--- config.mk ---
export PLATFORM = sky130hd
export DESIGN_NAME = ucc_state_ctrl
export DESIGN_NICKNAME = d
export VERILOG_FILES = /design/src/rtl/ucc_state_ctrl.sv
export SDC_FILE = /design/constraint.sdc
export NUM_CORES = 1
export LEC_CHECK = 0
export BUFFER_PORTS_ARGS = -buffer_cell sky130_fd_sc_hd__buf_2
export CORE_ASPECT_RATIO = 0.75
export CORE_UTILIZATION = 46
export DETAILED_ROUTE_END_ITERATION = 6
export HOLD_SLACK_MARGIN = 0.12
export PLACE_DENSITY = 0.74
export SLEW_MARGIN = 5
export SYNTH_ARGS = -nofsm -noshare
export SYNTH_HDL_FRONTEND = slang
export SYNTH_SLANG_ARGS = --single-unit
--- constraint.sdc ---
create_clock -name clk -period 4.6 [get_ports clk]
set_input_delay 0.23 -clock clk [delete_from_list [all_inputs] [get_ports clk]]
set_output_delay 0.23 -clock clk [all_outputs]
set_load 0.05 [all_outputs]
--- src/rtl/ucc_state_ctrl.sv ---
// UCC region guard FSM: legal entry/exit tracking, CPU reset request and violation counter.
// Optional interrupt support is compiled in with `define UCC_IRQ_EN.
module ucc_state_ctrl #(
  parameter logic [15:0] RESET_HANDLER = 16'h0000,
  parameter int          CNT_W         = 8
) (
  input  logic             clk,
  input  logic             system_reset,
  input  logic [15:0]      pc,
  input  logic             data_wr,
  input  logic             irq,
  input  logic [15:0]      ucc_min,
  input  logic [15:0]      ucc_max,
  input  logic             violation,
  output logic [1:0]       ucc_state,
  output logic             outside_ucc,
  output logic             reset,
  output logic             ucc_entry,
  output logic             ucc_exit,
  output logic [CNT_W-1:0] viol_count
);

  localparam logic [1:0] NOT_UCC = 2'b00;
  localparam logic [1:0] IN_UCC  = 2'b01;
  localparam logic [1:0] IRQ_ST  = 2'b10;
  localparam logic [1:0] RST_ST  = 2'b11;

  // Declaration initialisers give the power-up state (same as reset, counter cleared).
  logic [1:0]       state_q  = RST_ST;
  logic [15:0]      prev_pc  = 16'h0000;
  logic             reset_q  = 1'b1;
  logic             entry_q  = 1'b0;
  logic             exit_q   = 1'b0;
  logic [CNT_W-1:0] cnt_q    = '0;

  logic [1:0] state_d;
  logic       entry_d;
  logic       exit_d;
  logic       in_region;
  logic       enter_rst;

`ifdef UCC_IRQ_EN
  logic [15:0] resume_pc = 16'h0000;
  logic        irq_take;
`else
  logic        unused_irq;
  assign unused_irq = irq;
`endif

  assign outside_ucc = (pc < ucc_min) | (pc > ucc_max);
  assign in_region   = ~outside_ucc;

  always_comb begin
    state_d = state_q;
    entry_d = 1'b0;
    exit_d  = 1'b0;
`ifdef UCC_IRQ_EN
    irq_take = 1'b0;
`endif
    case (state_q)
      NOT_UCC: begin
        if (in_region) begin
          if (pc == ucc_min) begin
            state_d = IN_UCC;
            entry_d = 1'b1;
          end else begin
            state_d = RST_ST;
          end
        end
      end
      IN_UCC: begin
        // Exit is legal only if the previous instruction was the last one of the region.
        if (outside_ucc) begin
          if (prev_pc == ucc_max) begin
            state_d = NOT_UCC;
            exit_d  = 1'b1;
          end
`ifdef UCC_IRQ_EN
          else if (irq) begin
            state_d  = IRQ_ST;
            irq_take = 1'b1;
          end
`endif
          else begin
            state_d = RST_ST;
          end
        end
      end
      IRQ_ST: begin
`ifdef UCC_IRQ_EN
        if (pc == resume_pc) state_d = IN_UCC;
        else if (in_region)  state_d = RST_ST;
`else
        state_d = RST_ST;
`endif
      end
      default: begin
        if ((pc == RESET_HANDLER) && !data_wr && !system_reset) state_d = NOT_UCC;
      end
    endcase

    // A monitor violation outside RST overrides every other transition.
    if (violation && (state_q != RST_ST)) begin
      state_d = RST_ST;
      entry_d = 1'b0;
      exit_d  = 1'b0;
`ifdef UCC_IRQ_EN
      irq_take = 1'b0;
`endif
    end
  end

  assign enter_rst = (state_q != RST_ST) && (state_d == RST_ST);

  always_ff @(posedge clk) begin
    if (system_reset) begin
      state_q <= RST_ST;
      reset_q <= 1'b1;
      entry_q <= 1'b0;
      exit_q  <= 1'b0;
      prev_pc <= 16'h0000;
`ifdef UCC_IRQ_EN
      resume_pc <= 16'h0000;
`endif
    end else begin
      state_q <= state_d;
      reset_q <= (state_d == RST_ST);
      entry_q <= entry_d;
      exit_q  <= exit_d;
      prev_pc <= pc;
`ifdef UCC_IRQ_EN
      if (irq_take) resume_pc <= prev_pc;
`endif
      if (enter_rst && (cnt_q != {CNT_W{1'b1}})) cnt_q <= cnt_q + 1'b1;
    end
  end

  assign ucc_state  = state_q;
  assign reset      = reset_q;
  assign ucc_entry  = entry_q;
  assign ucc_exit   = exit_q;
  assign viol_count = cnt_q;

endmodule

* After elaboration in Yosys (flattened, before gate mapping)
Cells that the tools add are included. W data, S select, Z words.
Cells by class: $add $sub $neg 1, $lt $le $gt $ge 2, equality and inequality tests 7, muxes and demuxes 9, bitwise gates (word level) 5, reduce and logical (&&, ||, !) cells 12
Operators by type and width (number):
- $eq A16 B16 Y1 | 2
- $gt A16 B16 Y1 | 1
- $logic_not A16 Y1 | 1
- $lt A16 B16 Y1 | 1
- $mux W2 | 6
- $add A8 B1 Y8 const B | 1
- $ne A8 B8 Y1 const B | 1
- $reduce_or A4 Y1 | 2
- $pmux W2 S3 | 1
- $logic_and A1 B1 Y1 | 5
- $eq A2 B2 Y1 const B | 2
- $not A1 Y1 | 4
- $eq A2 B1 Y1 const B | 1
- $logic_not A1 Y1 | 2
- $logic_not A2 Y1 | 1
- $mux W1 | 2
- $ne A2 B2 Y1 const B | 1
- $reduce_and A2 Y1 | 1
- $or A1 B1 Y1 | 1
Word-level totals: flip-flop bits (word level) 29, output and inout bits 14, logic and storage cells 42

* Longest topological paths before layout
depth after elaboration 10, mapped depth 9, mapped depth without buffers 9

* Worst setup path after synthesis
OpenSTA, ideal clock, no wires.
path type input -> register, start in ucc_max[14], end reg cnt_q[0] (netlist: viol_count[0]), enable pin, setup time 311 ps, arrival 2576 ps, slack 1712 ps, stages on the path 8, path buffers 0, path through inv_1 -> ha_1 -> nand4_2 -> or4_4 -> o211a_1 -> o21ai_2 -> nor3b_1 -> o31a_2
Between the ends: cells in the longest elaborated chain, start to end 9, elaborated cells on any way between the ends 12, those cells by class 1 x order compare; 2 x eq/ne; 5 x mux; 1 x bitwise; 3 x reduce/logical
RTL lines:
- from (decl) | line 13 | input logic [15:0] ucc_max,
- $gt A16 B16 Y1 * | line 50 | assign outside_ucc = (pc < ucc_min) | (pc > ucc_max);
- $or A1 B1 Y1 * | line 50
- via outside_ucc | line 16 | output logic outside_ucc,
- $mux W2, on equally long branches | line 73, 62
- $pmux W2 S3 * | line 60 | case (state_q)
- $mux W2 * | line 103 | if (violation && (state_q != RST_ST)) begin
- $eq A2 B2 Y1 * | line 113 | assign enter_rst = (state_q != RST_ST) && (state_d == RST_ST);
- $logic_and A1 B1 Y1 * | line 113
- $logic_and A1 B1 Y1 * | line 134 | if (enter_rst && (cnt_q != {CNT_W{1'b1}})) cnt_q <= cnt_q + 1'b1;
- $reduce_and A2 Y1 (no line) *
- to (signal assigned) | line 134
- to (decl) | line 34 | logic [CNT_W-1:0] cnt_q = '0;
The timed path passes the listed nets; every way through them passes the cells marked *. A chain may end at the register's enable or synchronous reset.

* Worst setup path after layout
start in pc[14], end reg cnt_q[0] (netlist: viol_count[0]), enable pin
Between the ends: cells in the longest elaborated chain, start to end 10, elaborated cells on any way between the ends 17, those cells by class 2 x order compare; 2 x eq/ne; 6 x mux; 1 x bitwise; 6 x reduce/logical
RTL lines:
- from (decl) | line 9 | input logic [15:0] pc,
- branches (longest 4 deep; another with $lt A16 B16 Y1)
- $pmux W2 S3 * | line 60
- $mux W2 * | line 103
- $eq A2 B2 Y1 * | line 113
- $logic_and A1 B1 Y1 * | line 113
- $logic_and A1 B1 Y1 * | line 134
- $reduce_and A2 Y1 (no line) *
Every way passes the cells marked *.

==> run_results.csv <==
group,metric,value,unit
run_status,status,"complete, no violations",
route,drcViolationCount,0,
power_and_ir_drop,power_leakage,1.30,nW
critical_path,reg2reg_slack,2600,ps
timing,fin_crit_sh,55.4,%
critical_path,worstPathCellList,"buf_2, ha_1, nand4_2, or4_4, o211a_1, o21ai_2, nor3b_1, o31a_2",
synthesis,async_reset_ff_share,0,%
floorplan,io_pins,67,
cts,clock_sinks,29,
route,dr.max_layer_used,"met4",
synthesis,synth_cell_types,36,
cts,clk_pin_slew,60,ps
route,via_per_inst,5.00,
cts,cts_root_buf,"clkbuf_8",
timing,tns,0,ps
route,first_pass_iters,4,
synthesis,synth.cell_area,2030,um2
placement,dp_hpwl,3740,um
floorplan,fp.dieW,78.8,um
global_routing,antenna_found_initial,0,
timing,maxSlewViolCount,0,
timing,clock.fmax,392,MHz
critical_path,start_kind,"input port",
synthesis,synth_sequential_area_ratio,32.5,%
critical_path,worst_ep_required_time,4560,ps
synthesis,syn_avg_cell_area,9.00,um2
synthesis,synth_warnings,0,
synthesis,synth.net_count,312,
worst_hold_path,whs_endpoint,"prev_pc[5]",
timing,grt_setup_unrepaired,"no",
route,wl_met1,2330,um
worst_hold_path,hp-class,"in2reg",
critical_path,cp_slowest_cell,"or4_4",
critical_path,reg2reg_from,"prev_pc[14]",
critical_path,end_kind,"flop",
power_and_ir_drop,p_per_area,257,nW/um2
route,wl_per_cell,12.6,um
floorplan,num_rows,20,
critical_path,rr_worst_depth,6,
finish,fin_area,2530,um2
synthesis,yosys-top-cells-count,"inv_1 (36), ha_1 (33), dfxtp_1 (21), xor2_1 (20), a21oi_1 (17)",
critical_path,worstSetupPathType,"in2reg",
worst_hold_path,hold_start,"pc[5]",
cts,htree_levels,2,
timing,setup_violations,0,
cts,clk_latency,270,ps
route,totalWireLength,4450,um
synthesis,synth_area_leaders,"dfxtp_1 (21%), ha_1 (20%), edfxtp_1 (12%)",
synthesis,yosys.area.top_type,"dfxtp_1",
cts,hold_buffers,0,
global_routing,grt_max_degree,23,
cts,cts_resized,0,
synthesis,synth-edff-count,8,
floorplan,die_y,59.6,um
timing,min_period,2550,ps
synthesis,ys_ff_latch,29,
power_and_ir_drop,worst_ir_drop_vdd,0.134,mV
global_routing,overflow,0,
finish,final_layout_size_suffix_gt1_share,26.9,%
cts,clockBufferDepth,2,
synthesis,synth_top_area_share,20.7,%
critical_path,cp_slowest_stage_delay,560,ps
cts,cts_tree,"yes",
timing,relSlewSlack,69.0,%
critical_path,r2r_end,"viol_count[0]",
finish,antennaDiodeCount,0,
floorplan,die_area,4690,um2
placement,postPlaceCellArea,2420,um2
floorplan,start_util,48.9,%
route,ant_nets,0,
finish,fill_cells,389,
placement,place_ws,1760,ps
placement,io_buffers,65,
cts,cts_made_buffers,5,
timing,final-hold-violation-count,0,
cts,post_cts_buffers,0,
route,num_vias,1759,
finish,fin_nets,382,
synthesis,syn_inst,226,
floorplan,core_area,4150,um2
route,drt_iter0_markers,100,
critical_path,arrival,2510,ps
critical_path,worstPathMaxFanout,8,
synthesis,synth_most_common_cell,"inv_1",
timing,fin_skew,4.02,ps
finish,area_delta_synth_final,24.2,%
timing,worst_slew_pin_slew,461,ps
global_routing,grt_util_all_layers,19.8,%
synthesis,ys_dominant_reg_cell,"dfxtp_1",
global_routing,grt_pass1_wl,6980,um
route,wl_met2,1870,um
worst_hold_path,holdPathStages,2,
global_routing,grt_pass1_vias,1572,
job,maxCapViolCount,0,
timing,hold_ws,226,ps
placement,gp_congestion,0.850,
route,wl_met3,225,um
timing,setup_slack,2050,ps
[through the flow]
stage	instances	total power, W	util [%]
detailed placement	344	0.000402	58.3
finish	352	0.000649	60.8
CTS	352	0.000653	60.8
global placement	344	0.000399	58.3
global route	352	0.000683	60.8
floorplan	226	0.000352	-
[worst max-delay path, delay by kind of cell]
family | cells | cell delay (ps)
AND/OR/NAND/NOR | 3 | 1030
adder cells (fa/ha/maj) | 1 | 330
AO/OA/AOI/OAI | 3 | 800
buffers and inverters | 1 | 130
[power breakdown]
part	total, W	switching, W	internal (W)
sequential	0.000272	0.00000315	0.000268
combinational	0.000125	0.0000683	0.0000569
clock	0.000252	0.0000928	0.000160
[flip-flops by register name, summed over array words and instances, names as in the netlist]
register    cells
prev_pc        16
viol_count      8
ucc_state       2
reset           1
ucc_entry       1
ucc_exit        1
[worst max-delay path by stage]
stage	from	end	slack (ps)	depth (start not counted)
floorplan	ucc_max[14]	viol_count[0]	1710	8
global placement	pc[14]	viol_count[4]	1800	8
detailed placement	ucc_max[14]	viol_count[4]	1760	9
CTS	ucc_max[14]	viol_count[0]	2050	9
global route	ucc_max[14]	viol_count[3]	1940	9
finish	pc[14]	viol_count[0]	2050	8
[layer usage]
metal / vias to the layer above / track usage (%)
met5: - / 0
met4: 0 / 4.76
met3: 2 / 3.69
met2: 51 / 31.2
met1: 782 / 28.1
li1: 924 / -
[layout make-up]
| type | instances | area, um2 | area share, % |
|---|---|---|---|
| tap | 55 | 68.8 | 2.72 |
| inverter | 36 | 135 | 5.35 |
| multi-input combinational | 159 | 1230 | 48.7 |
| clock buffer | 6 | 72.6 | 2.87 |
| sequential | 29 | 661 | 26.2 |
| timing repair buffer | 65 | 325 | 12.9 |
| clock inverter | 2 | 33.8 | 1.34 |
[cells in the final DEF, fill, tap and decap left out, types with 2 or more instances in the layout]
cell      instances
xnor2_1           2
o21a_1            2
inv_1            36
edfxtp_1          8
nand2_1          12
o21ai_2           2
nand3_1           7
o21ai_0           3
buf_2            65
nand4_1           6
clkbuf_8          5
dfxtp_1          21
nor4_1            8
nor2_1            8
nor2b_1          15
ha_1             33
a21oi_1          17
xor2_1           20
or4_1             3
nor3_1            4
[logic make-up (layout without fill, tap and decap cells)]
family          Yosys count  after routing  share of synthesized area, %
simple gates             72             72                          20.5
buf+inv                  38            109                          7.02
fa+ha+maj                33             33                          20.3
compound gates           32             32                          10.2
flops                    29             29                          32.5
xor+xnor                 22             22                          9.48
No activity file was read; power rests on OpenSTA's default activity.
